==> src/rtl/thor2025_regfile_wrarb_if.sv <==
// Writeback request bus: NREQ requesters share one register-file write port.
// The master side is the requesters and the slave side is the arbiter.
interface thor2025_regfile_wrarb_if #(
  parameter int unsigned NREQ = 4,
  parameter int unsigned WID  = 64,
  parameter int unsigned AW   = 7
);
  localparam int unsigned WB = WID / 8;

  logic [NREQ-1:0]      req;
  logic [NREQ*WB-1:0]   wea;
  logic [NREQ*AW-1:0]   addr;
  logic [NREQ*WID-1:0]  dat;
  logic [NREQ-1:0]      gnt;

  modport master (
    output req,
    output wea,
    output addr,
    output dat,
    input  gnt
  );

  modport slave (
    input  req,
    input  wea,
    input  addr,
    input  dat,
    output gnt
  );
endinterface

==> src/rtl/thor2025_regfile_wrarb.sv <==
// Register-file write-port controller: clears the RAM after reset or on request, then
// round-robin arbitrates writeback requesters onto the single registered write port.
module thor2025_regfile_wrarb #(
  parameter int unsigned WID  = 64,
  parameter int unsigned DEP  = 96,
  parameter int unsigned NREQ = 4,
  localparam int unsigned AW  = $clog2(DEP),
  localparam int unsigned WB  = WID / 8
) (
  input  logic                    clk,
  input  logic                    rst_n,
  input  logic                    clr_i,
  thor2025_regfile_wrarb_if.slave req_if,
  output logic                    ram_ena_o,
  output logic [WB-1:0]           ram_wea_o,
  output logic [AW-1:0]           ram_addra_o,
  output logic [WID-1:0]          ram_dina_o,
  output logic                    busy_o,
  output logic                    err_o
);

  localparam int unsigned PW = $clog2(NREQ);

  typedef enum logic [0:0] {StClear, StRun} state_e;

  state_e          state_q, state_d;
  logic [AW-1:0]   cnt_q, cnt_d;
  logic [PW-1:0]   ptr_q, ptr_d;
  logic            ena_q, ena_d;
  logic [WB-1:0]   wea_q, wea_d;
  logic [AW-1:0]   addra_q, addra_d;
  logic [WID-1:0]  dina_q, dina_d;
  logic            err_q, err_d;

  logic            gnt_vld;
  logic [PW-1:0]   win;
  logic [NREQ-1:0] gnt;
  logic [WB-1:0]   win_wea;
  logic [AW-1:0]   win_addr;
  logic [WID-1:0]  win_dat;
  logic            win_oor;
  int unsigned     idx;

  // Round-robin scan starting at the pointer; clr_i suppresses any grant that cycle.
  always_comb begin
    gnt_vld = 1'b0;
    win     = '0;
    idx     = 0;
    if (state_q == StRun && !clr_i) begin
      for (int unsigned off = 0; off < NREQ; off++) begin
        idx = 32'(ptr_q) + off;
        if (idx >= NREQ) idx = idx - NREQ;
        if (!gnt_vld && req_if.req[idx]) begin
          gnt_vld = 1'b1;
          win     = PW'(idx);
        end
      end
    end
  end

  always_comb begin
    gnt = '0;
    if (gnt_vld) gnt[win] = 1'b1;
  end

  assign req_if.gnt = gnt;
  assign busy_o     = (state_q == StClear);

  assign win_wea  = req_if.wea[32'(win)*WB +: WB];
  assign win_addr = req_if.addr[32'(win)*AW +: AW];
  assign win_dat  = req_if.dat[32'(win)*WID +: WID];
  assign win_oor  = ({1'b0, win_addr} >= (AW+1)'(DEP));

  always_comb begin
    state_d = state_q;
    cnt_d   = cnt_q;
    ptr_d   = ptr_q;
    ena_d   = 1'b0;
    wea_d   = '0;
    addra_d = addra_q;
    dina_d  = dina_q;
    err_d   = 1'b0;

    unique case (state_q)
      StClear: begin
        ena_d   = 1'b1;
        wea_d   = '1;
        addra_d = cnt_q;
        dina_d  = '0;
        if (clr_i) begin
          cnt_d = '0;
        end else if (cnt_q == AW'(DEP - 1)) begin
          cnt_d   = '0;
          state_d = StRun;
        end else begin
          cnt_d = cnt_q + 1'b1;
        end
      end
      StRun: begin
        if (clr_i) begin
          state_d = StClear;
          cnt_d   = '0;
        end else if (gnt_vld) begin
          ptr_d = (win == PW'(NREQ - 1)) ? '0 : win + 1'b1;
          // Out-of-range writes take their turn but never reach the RAM.
          if (win_oor) begin
            err_d = 1'b1;
          end else begin
            ena_d   = 1'b1;
            wea_d   = win_wea;
            addra_d = win_addr;
            dina_d  = win_dat;
          end
        end
      end
      default: state_d = StClear;
    endcase
  end

  always_ff @(posedge clk or negedge rst_n) begin
    if (!rst_n) begin
      state_q <= StClear;
      cnt_q   <= '0;
      ptr_q   <= '0;
      ena_q   <= 1'b0;
      wea_q   <= '0;
      addra_q <= '0;
      dina_q  <= '0;
      err_q   <= 1'b0;
    end else begin
      state_q <= state_d;
      cnt_q   <= cnt_d;
      ptr_q   <= ptr_d;
      ena_q   <= ena_d;
      wea_q   <= wea_d;
      addra_q <= addra_d;
      dina_q  <= dina_d;
      err_q   <= err_d;
    end
  end

  assign ram_ena_o   = ena_q;
  assign ram_wea_o   = wea_q;
  assign ram_addra_o = addra_q;
  assign ram_dina_o  = dina_q;
  assign err_o       = err_q;

endmodule
==> src/flat_wrapper.sv <==
// flat-port wrapper written by rule: the top's interface ports become plain ports
module thor2025_regfile_wrarb_flat 
#(
  parameter int unsigned WID  = 64,
  parameter int unsigned DEP  = 96,
  parameter int unsigned NREQ = 4,
  localparam int unsigned AW  = $clog2(DEP),
  localparam int unsigned WB  = WID / 8
)
  (clk, rst_n, clr_i, ram_ena_o, ram_wea_o, ram_addra_o, ram_dina_o, busy_o, err_o, req_if_req, req_if_wea, req_if_addr, req_if_dat, req_if_gnt);
  thor2025_regfile_wrarb_if #(.NREQ(NREQ), .WID(WID)) req_if_i ();
  input  logic clk;
  input  logic rst_n;
  input  logic clr_i;
  output logic ram_ena_o;
  output logic [WB-1:0] ram_wea_o;
  output logic [AW-1:0] ram_addra_o;
  output logic [WID-1:0] ram_dina_o;
  output logic busy_o;
  output logic err_o;
  input wire logic [$bits(req_if_i.req)-1:0] req_if_req;
  input wire logic [$bits(req_if_i.wea)-1:0] req_if_wea;
  input wire logic [$bits(req_if_i.addr)-1:0] req_if_addr;
  input wire logic [$bits(req_if_i.dat)-1:0] req_if_dat;
  output wire logic [$bits(req_if_i.gnt)-1:0] req_if_gnt;
  assign req_if_i.req = req_if_req;
  assign req_if_i.wea = req_if_wea;
  assign req_if_i.addr = req_if_addr;
  assign req_if_i.dat = req_if_dat;
  assign req_if_gnt = req_if_i.gnt;
  thor2025_regfile_wrarb #(.WID(WID), .DEP(DEP), .NREQ(NREQ)) u_core (.clk(clk), .rst_n(rst_n), .clr_i(clr_i), .req_if(req_if_i), .ram_ena_o(ram_ena_o), .ram_wea_o(ram_wea_o), .ram_addra_o(ram_addra_o), .ram_dina_o(ram_dina_o), .busy_o(busy_o), .err_o(err_o));
endmodule
==> config.mk <==
export PLATFORM = sky130hd
export DESIGN_NAME = thor2025_regfile_wrarb_flat
export DESIGN_NICKNAME = d
export VERILOG_FILES = /design/src/rtl/thor2025_regfile_wrarb_if.sv /design/src/rtl/thor2025_regfile_wrarb.sv /design/src/flat_wrapper.sv
export SDC_FILE = /design/constraint.sdc
export NUM_CORES = 1
export LEC_CHECK = 0
export CAP_MARGIN = 20
export CORE_AREA = 2 2 160 162
export DETAILED_ROUTE_END_ITERATION = 8
export DIE_AREA = 0 0 162 164
export PLACE_DENSITY = 0.72
export SLEW_MARGIN = 20
export SYNTH_ARGS = -nofsm -noshare
export SYNTH_HDL_FRONTEND = slang
export SYNTH_SLANG_ARGS = --single-unit
==> constraint.sdc <==
create_clock -name clk -period 3.2 [get_ports clk]
set_input_delay 0.48 -clock clk [delete_from_list [all_inputs] [get_ports clk]]
set_output_delay 0.48 -clock clk [all_outputs]
set_load 0.02 [all_outputs]
**Word level (Yosys, flattened, before mapping)**

Cells that the tools add are included.

- Add/sub/neg operators: 9
- Multiply operators: 1
- $lt $le $gt $ge: 11
- Equality and inequality tests: 6
- Shift operators: 3
- Mux-type cells: 61
- Bitwise logic cells: 2
- Reduce and logical (&&, ||, !) cells: 11

Operators with widths:

| kind | number |
|---|---|
| 32-bit two-way mux | 8 |
| 256-bit by 9-bit variable part select with 64-bit output | 1 |
| 64-bit two-way mux | 3 |
| 32-bit by 3-bit less-than comparator with 1-bit output (second input constant) | 4 |
| 64-bit case mux with 2 select lines | 1 |
| 32-bit by 3-bit >= comparator with 1-bit output (second input constant) | 3 |
| 32-bit by 3-bit subtractor with 32-bit output (second input constant) | 3 |
| 7-bit two-way mux | 6 |
| 32-bit by 6-bit variable part select with 8-bit output | 1 |
| 7-bit case mux with 2 select lines | 2 |
| 28-bit by 6-bit variable part select with 7-bit output | 1 |
| 8-bit two-way mux | 3 |
| 1-bit two-way mux | 23 |
| 8-bit case mux with 2 select lines | 1 |
| 2-bit two-way mux | 6 |
| 1-bit binary-select mux with 2-bit select | 4 |
| 2-bit != test (second input constant) | 4 |
| 7-bit by 1-bit adder with 7-bit output (second input constant) | 1 |
| 7-bit == test (second input constant) | 1 |
| 7-bit >= comparator (second input constant) | 1 |
| 2-bit by 2-bit adder with 3-bit output (second input constant) | 2 |
| 3-bit AND reduction | 2 |
| 1-bit logical AND | 5 |
| 2-bit by 3-bit multiplier with 5-bit output (second input constant) | 1 |
| other kinds (12) | 17 |

- Flip-flop bits (word level): 91
- Bits of input ports: 323

**Logic depth before layout (Yosys ltp)**

- Depth in word-level cells: 26
- Mapped depth: 10
- Mapped depth without buffers: 8

**Worst setup path before layout**

No wires, ideal clock.

- Kind: input to output
- From: in req_if_req[2]
- To: out req_if_gnt[0]
- Data arrival time: 2136 ps
- Setup slack: 584 ps
- Cell stages on the path: 9
- Buffers on the path: 2
- Cell sequence: nor2b_1 a21o_1 a211o_1 nor2_1 inv_1 buf_2 buf_2 ha_1 and2_1

- Longest elaborated chain between the ends: 21
- Elaborated cells between the ends (all ways): 33

RTL lines:

| element | RTL line | text |
|---|---|---|
| from (decl) | flat_wrapper.sv:21 | `input wire logic [$bits(req_if_i.req)-1:0] req_if_req;` |
| 1-bit binary-select mux with 2-bit select | thor2025_regfile_wrarb.sv:53 | `if (!gnt_vld && req_if.req[idx]) begin` |
| 1-bit two-way mux (not written as such) | thor2025_regfile_wrarb.sv:53 |  |
| 1-bit two-way mux | thor2025_regfile_wrarb.sv:53 |  |
| 1-bit two-way mux | thor2025_regfile_wrarb.sv:49 | `if (state_q == StRun && !clr_i) begin` |
| 1-bit logical NOT | thor2025_regfile_wrarb.sv:53 |  |
| 1-bit logical AND | thor2025_regfile_wrarb.sv:53 |  |
| 1-bit two-way mux | thor2025_regfile_wrarb.sv:53 |  |
| 1-bit two-way mux | thor2025_regfile_wrarb.sv:49 |  |
| [5 not listed] | -- |  |
| 1-bit logical AND | thor2025_regfile_wrarb.sv:53 |  |
| 2-bit two-way mux | thor2025_regfile_wrarb.sv:53 |  |
| 2-bit two-way mux | thor2025_regfile_wrarb.sv:49 |  |
| 2-bit by 3-bit less-than comparator with 1-bit output (not written as such) or 2-bit by 1-bit >= comparator with 1-bit output (tied branches) | thor2025_regfile_wrarb.sv:63 | `if (gnt_vld) gnt[win] = 1'b1;` |
| 1-bit logical AND (not written as such) | thor2025_regfile_wrarb.sv:63 |  |
| 1-bit two-way mux (not written as such) | thor2025_regfile_wrarb.sv:63 |  |
| 1-bit demux with 2-bit select | -- |  |
| 4-bit two-way mux * | thor2025_regfile_wrarb.sv:63 |  |
| to (decl) | flat_wrapper.sv:25 | `output wire logic [$bits(req_if_i.gnt)-1:0] req_if_gnt;` |

Mark *: on every way between the ends. The rest lies on a longest branch, timed or not. The select of a mux whose other input is x is not followed.

**Worst setup path after layout**

- From: in req_if_req[2]
- To: out req_if_gnt[2]

Same word-level chain as after synthesis.

==> summary.md <==
| Metric | Value |
|---|---|
| Result of the run | finished, final reports clean |
| Number of synthesized flops with an enable pin | 0 |
| Global router's overall resource usage | 18.2% |
| Pin count of the biggest net entering global routing | 127 |
| Sequential fraction of the synthesis area | a little over a third |
| Timing-limited maximum frequency | 334 MHz |
| Number of buffers between clock root and the deepest sink | 2 |
| Clk_lat worst skew | 0.34 ns |
| Routed via count | 7347 |
| Flip-flop and latch count after synthesis | 91 |
| Nature of the critical path endpoint | primary output |
| Fin util | 45.4% |
| Average wire per standard cell | roughly 17 um |
| Fraction of final layout cells with drive strength greater than 1 | 10.3% |
| Final wirelength | 25500 um |
| Fin. max-slew vios | 0 |
| Area added between synthesis and finish | 73.2% |
| Arrival time of data at the critical path endpoint | approximately 2.5 ns |
| Instance count of the mapped netlist | 792 |
| Kind of path behind the tightest hold check | in -> async |
| Clock tree from TritonCTS | built |
| Vias in the first global route | 7150 |
| Reported leakage power | 0.00495 uW |
| Clock net sink count | 91 |
| Slew at the pin closest to its max-slew limit | slightly below 1 ns |
| Filler cells | 2455 |
| Unrepaired setup endpoints after global routing | no |
| Clock Skew | between 0.01 and 0.015 ns |
| Remaining global-route overflow | 0 |
| Mapped Area | about 6500 um^2 |
| CTS hold repair buffers | 0 |
| Post-synth top flop | sky130_fd_sc_hd__dfrtp_1 |
| DRC violation total after the first TritonRoute iteration | between 200 and 300 |
| Std-Cell Rows | between 50 and 60 |
| Clock slew at the register clock pins of the worst setup and hold paths | about 0.070 ns |
| Synthesized Nets | 1120 |
| Storage element area | 2280 um^2 |
| Worst-path fanout max | 4 |
| Final nets | 1504 |
| Combined buffer and inverter count along the critical path | 4 |
| Endpoint of the worst-slack reg-to-reg timing path | u_core.ram_dina_o[30] |
| Initial antenna violation count | 0 |
| Classification of the worst setup path | in -> out |
| Placeable core region | approximately 25000 um^2 |
| Number of cell instances on the worst register-to-register path | 11 |
| Portion of synthesized cell area occupied by the leading cell type | 35.0% |
| Initial DRT Pass Iterations | 5 |
| Power density relative to cell area | 257 nW/um^2 |
| Period Utilization, post-route | 93.7% |
| Placed inst area | 11000 um^2 |
| Post-Route Hold Slack | about 0.24 ns |
| Die area | 26600 um^2 |
| Number of H-tree branching levels | 3 |
| Library cell contributing the largest single delay on the critical path | sky130_fd_sc_hd__clkdlybuf4s50_1 |
| DIE WIDTH | 162 um |
| Cell breakdown of the critical path | clkdlybuf4s50_1 > nor2b_1 > a21o_1 > a211o_1 > nor2_1 > buf_4 > inv_4 > ha_1 > and2_1 > dlygate4sd2_1 |
| Final-report hold violation count | 0 |
| Headroom to the max-slew limit | 35.0% |
| Final Wtd Congestion | 0.869 |
| Worst-case vdd ir drop | 145 uV |
| R2R Path Start | u_core.ptr_q[0] |
| TritonCTS buffer count | 9 |
| CP Launch Type | input pin |
| Die height | roughly 160 um |
| Effective utilization at floorplan | between 20% and 30% |
| Crit path time final | around 3.0 ns |
| Cell type contributing the most total cell area after synthesis | sky130_fd_sc_hd__dfrtp_1 |
| Count of cell types in the netlist | 44 |
| Sum of net half-perimeters after detailed placement | 19600 um |
| Vias per cell | between 4 and 5 |
| Total number of yosys warnings | 0 |
| Worst path max stage delay | 0.47 ns |
| Wire length of the first global-routing pass | roughly 38000 um |
| Antenna diode instance count | 0 |
| Root buffer cell | sky130_fd_sc_hd__clkbuf_16 |
| I/O pin cnt | 409 |
| Footprint of the multi-input gates | approximately 3900 um^2 |
| Leading post-synthesis cells by cell area | sky130_fd_sc_hd__dfrtp_1 35%, sky130_fd_sc_hd__nand2_1 13%, sky130_fd_sc_hd__mux2i_1 10% |
| Required time at the worst-slack endpoint | 2.72 ns |
| Syn_area_per_cell | 8.22 um^2 |
| IO buf count | 408 |
| Setup violators final | 0 |
| CP top delay family | buffers and inverters |
| Minimum setup slack among reg-to-reg paths | 0.71 ns |
| Maximum capacitance violations | 0 |
| Cell area after layout | 11300 um^2 |
| Residual antenna-violating net count after detailed routing | 0 |
| Fraction of synthesis flops using an asynchronous set or reset pin | 100% |
| Count of unresolved DRC violations after routing | 0 |
-- power by group --
group | internal (uW) | switching (uW)
registers | 1160 | 15.1
logic | 483 | 224
clock network | 533 | 481
total | 2180 | 720
-- synth_stat cells, types with 3 or more instances --
cell type and n:
sky130_fd_sc_hd__o21ai_0 16, sky130_fd_sc_hd__nor3_1 9, sky130_fd_sc_hd__dfrtp_1 91, sky130_fd_sc_hd__o22ai_1 15
sky130_fd_sc_hd__a31o_2 56, sky130_fd_sc_hd__buf_4 3, sky130_fd_sc_hd__a21oi_1 8, sky130_fd_sc_hd__nand2b_1 4
sky130_fd_sc_hd__a31o_1 8, sky130_fd_sc_hd__a21boi_0 5, sky130_fd_sc_hd__buf_2 22, sky130_fd_sc_hd__inv_1 8
sky130_fd_sc_hd__or3_1 3, sky130_fd_sc_hd__nor2_1 15, sky130_fd_sc_hd__mux2_2 6, sky130_fd_sc_hd__buf_6 6
sky130_fd_sc_hd__nand2_1 226, sky130_fd_sc_hd__clkbuf_1 35, sky130_fd_sc_hd__nand3_1 6, sky130_fd_sc_hd__mux2i_1 66
sky130_fd_sc_hd__a211oi_1 64, sky130_fd_sc_hd__and2_1 7, sky130_fd_sc_hd__ha_1 5, sky130_fd_sc_hd__nor2b_1 67
sky130_fd_sc_hd__a31oi_1 14
-- layout make-up --
cell class                      count  share of cell area [%]
Inverter                            8                   0.289
Clock buffer                        9                    2.00
Tap cell                          330                    3.66
Timing Repair Buffer              441                    39.0
Multi-Input combinational cell    625                    34.4
Clock inverter                      7                   0.444
Sequential cell                    91                    20.2
-- per-stage QoR --
step	setup slack, ns	TNS (ns)	std cells	power [uW]
floorplan	0.584	0	792	1410
global placement	0.0323	0	1495	1900
detailed placement	-0.00582	-0.00582	1495	1910
CTS	0.0238	0	1511	2960
global route	0.118	0	1511	3070
finish	0.202	0	1511	2900
-- cell usage in the layout (no fill, tap or decap), types with 4 or more instances in the layout --
cell,instances
sky130_fd_sc_hd__a21boi_0,5
sky130_fd_sc_hd__nand3_1,6
sky130_fd_sc_hd__a211oi_1,64
sky130_fd_sc_hd__and2_1,7
sky130_fd_sc_hd__a31o_1,8
sky130_fd_sc_hd__nor2b_1,67
sky130_fd_sc_hd__nor2_1,15
sky130_fd_sc_hd__inv_1,6
sky130_fd_sc_hd__o22ai_1,15
sky130_fd_sc_hd__a21oi_1,8
sky130_fd_sc_hd__buf_12,5
sky130_fd_sc_hd__a31o_2,56
sky130_fd_sc_hd__a31oi_1,14
sky130_fd_sc_hd__mux2_2,6
sky130_fd_sc_hd__dfrtp_1,90
sky130_fd_sc_hd__ha_1,5
sky130_fd_sc_hd__o21ai_0,16
sky130_fd_sc_hd__clkbuf_16,9
sky130_fd_sc_hd__nand2_1,226
sky130_fd_sc_hd__mux2i_1,66
sky130_fd_sc_hd__nor3_1,9
sky130_fd_sc_hd__clkdlybuf4s50_1,403
sky130_fd_sc_hd__buf_4,29
sky130_fd_sc_hd__nand2b_1,4
-- layer usage --
metal	vias to the layer above	track usage, %	share of wire [%]
met5	-	0	0
met1	3445	20.9	40
met4	0	6.60	2.8
met2	302	32.7	50
met3	38	4.67	7.2
li1	3562	-	-
-- worst max path at each step --
stage                              from       endpoint  slack (ns)  depth (start not counted)
after floorplan           req_if_req[2]  req_if_gnt[0]        0.58                          9
after CTS                 req_if_req[2]  req_if_gnt[3]        0.02                          9
after detailed placement  req_if_req[2]  req_if_gnt[2]      -0.006                         10
after global placement    req_if_req[2]  req_if_gnt[2]        0.03                         10
after global routing      req_if_req[2]  req_if_gnt[2]        0.12                         10
final                     req_if_req[2]  req_if_gnt[2]        0.20                         10
-- worst reg2reg max path, stage by stage (launching register included) --
cell                       delay (ns)
sky130_fd_sc_hd__dfrtp_1         0.40
sky130_fd_sc_hd__nand2b_1        0.19
sky130_fd_sc_hd__a21oi_1         0.27
sky130_fd_sc_hd__a211o_1         0.17
sky130_fd_sc_hd__nor2_1          0.04
sky130_fd_sc_hd__buf_4           0.15
sky130_fd_sc_hd__inv_4           0.07
sky130_fd_sc_hd__buf_12          0.38
sky130_fd_sc_hd__a211oi_1        0.26
sky130_fd_sc_hd__buf_4           0.18
sky130_fd_sc_hd__a31o_2          0.20
sky130_fd_sc_hd__mux2i_1         0.12
-- cell families (layout without fill, tap and decap cells) --
kind of cell,count (synthesis),in the layout,synth area share (%)
buf+inv,76,465,5.67
simple gates,344,344,23.6
compound gates,202,202,23.3
mux,72,72,11.2
xor+xnor,2,2,0.269
fa+ha+maj,5,5,0.961
flops,91,91,35.0
-- registers in the layout, summed over array words and instances, names as in the netlist --
name,count
u_core.cnt_q,7
u_core.ram_ena_o,1
u_core.ram_wea_o,8
u_core.ptr_q,2
u_core.ram_addra_o,7
u_core.ram_dina_o,64
u_core.err_o,1
u_core.state_q,1
-- timing repair --
item / in CTS / in global routing
setup buffers: 0 / 0
setup endpoints to repair: 2 / 2
resized for setup: 2 / 2
No activity file was read; power rests on OpenSTA's default activity.
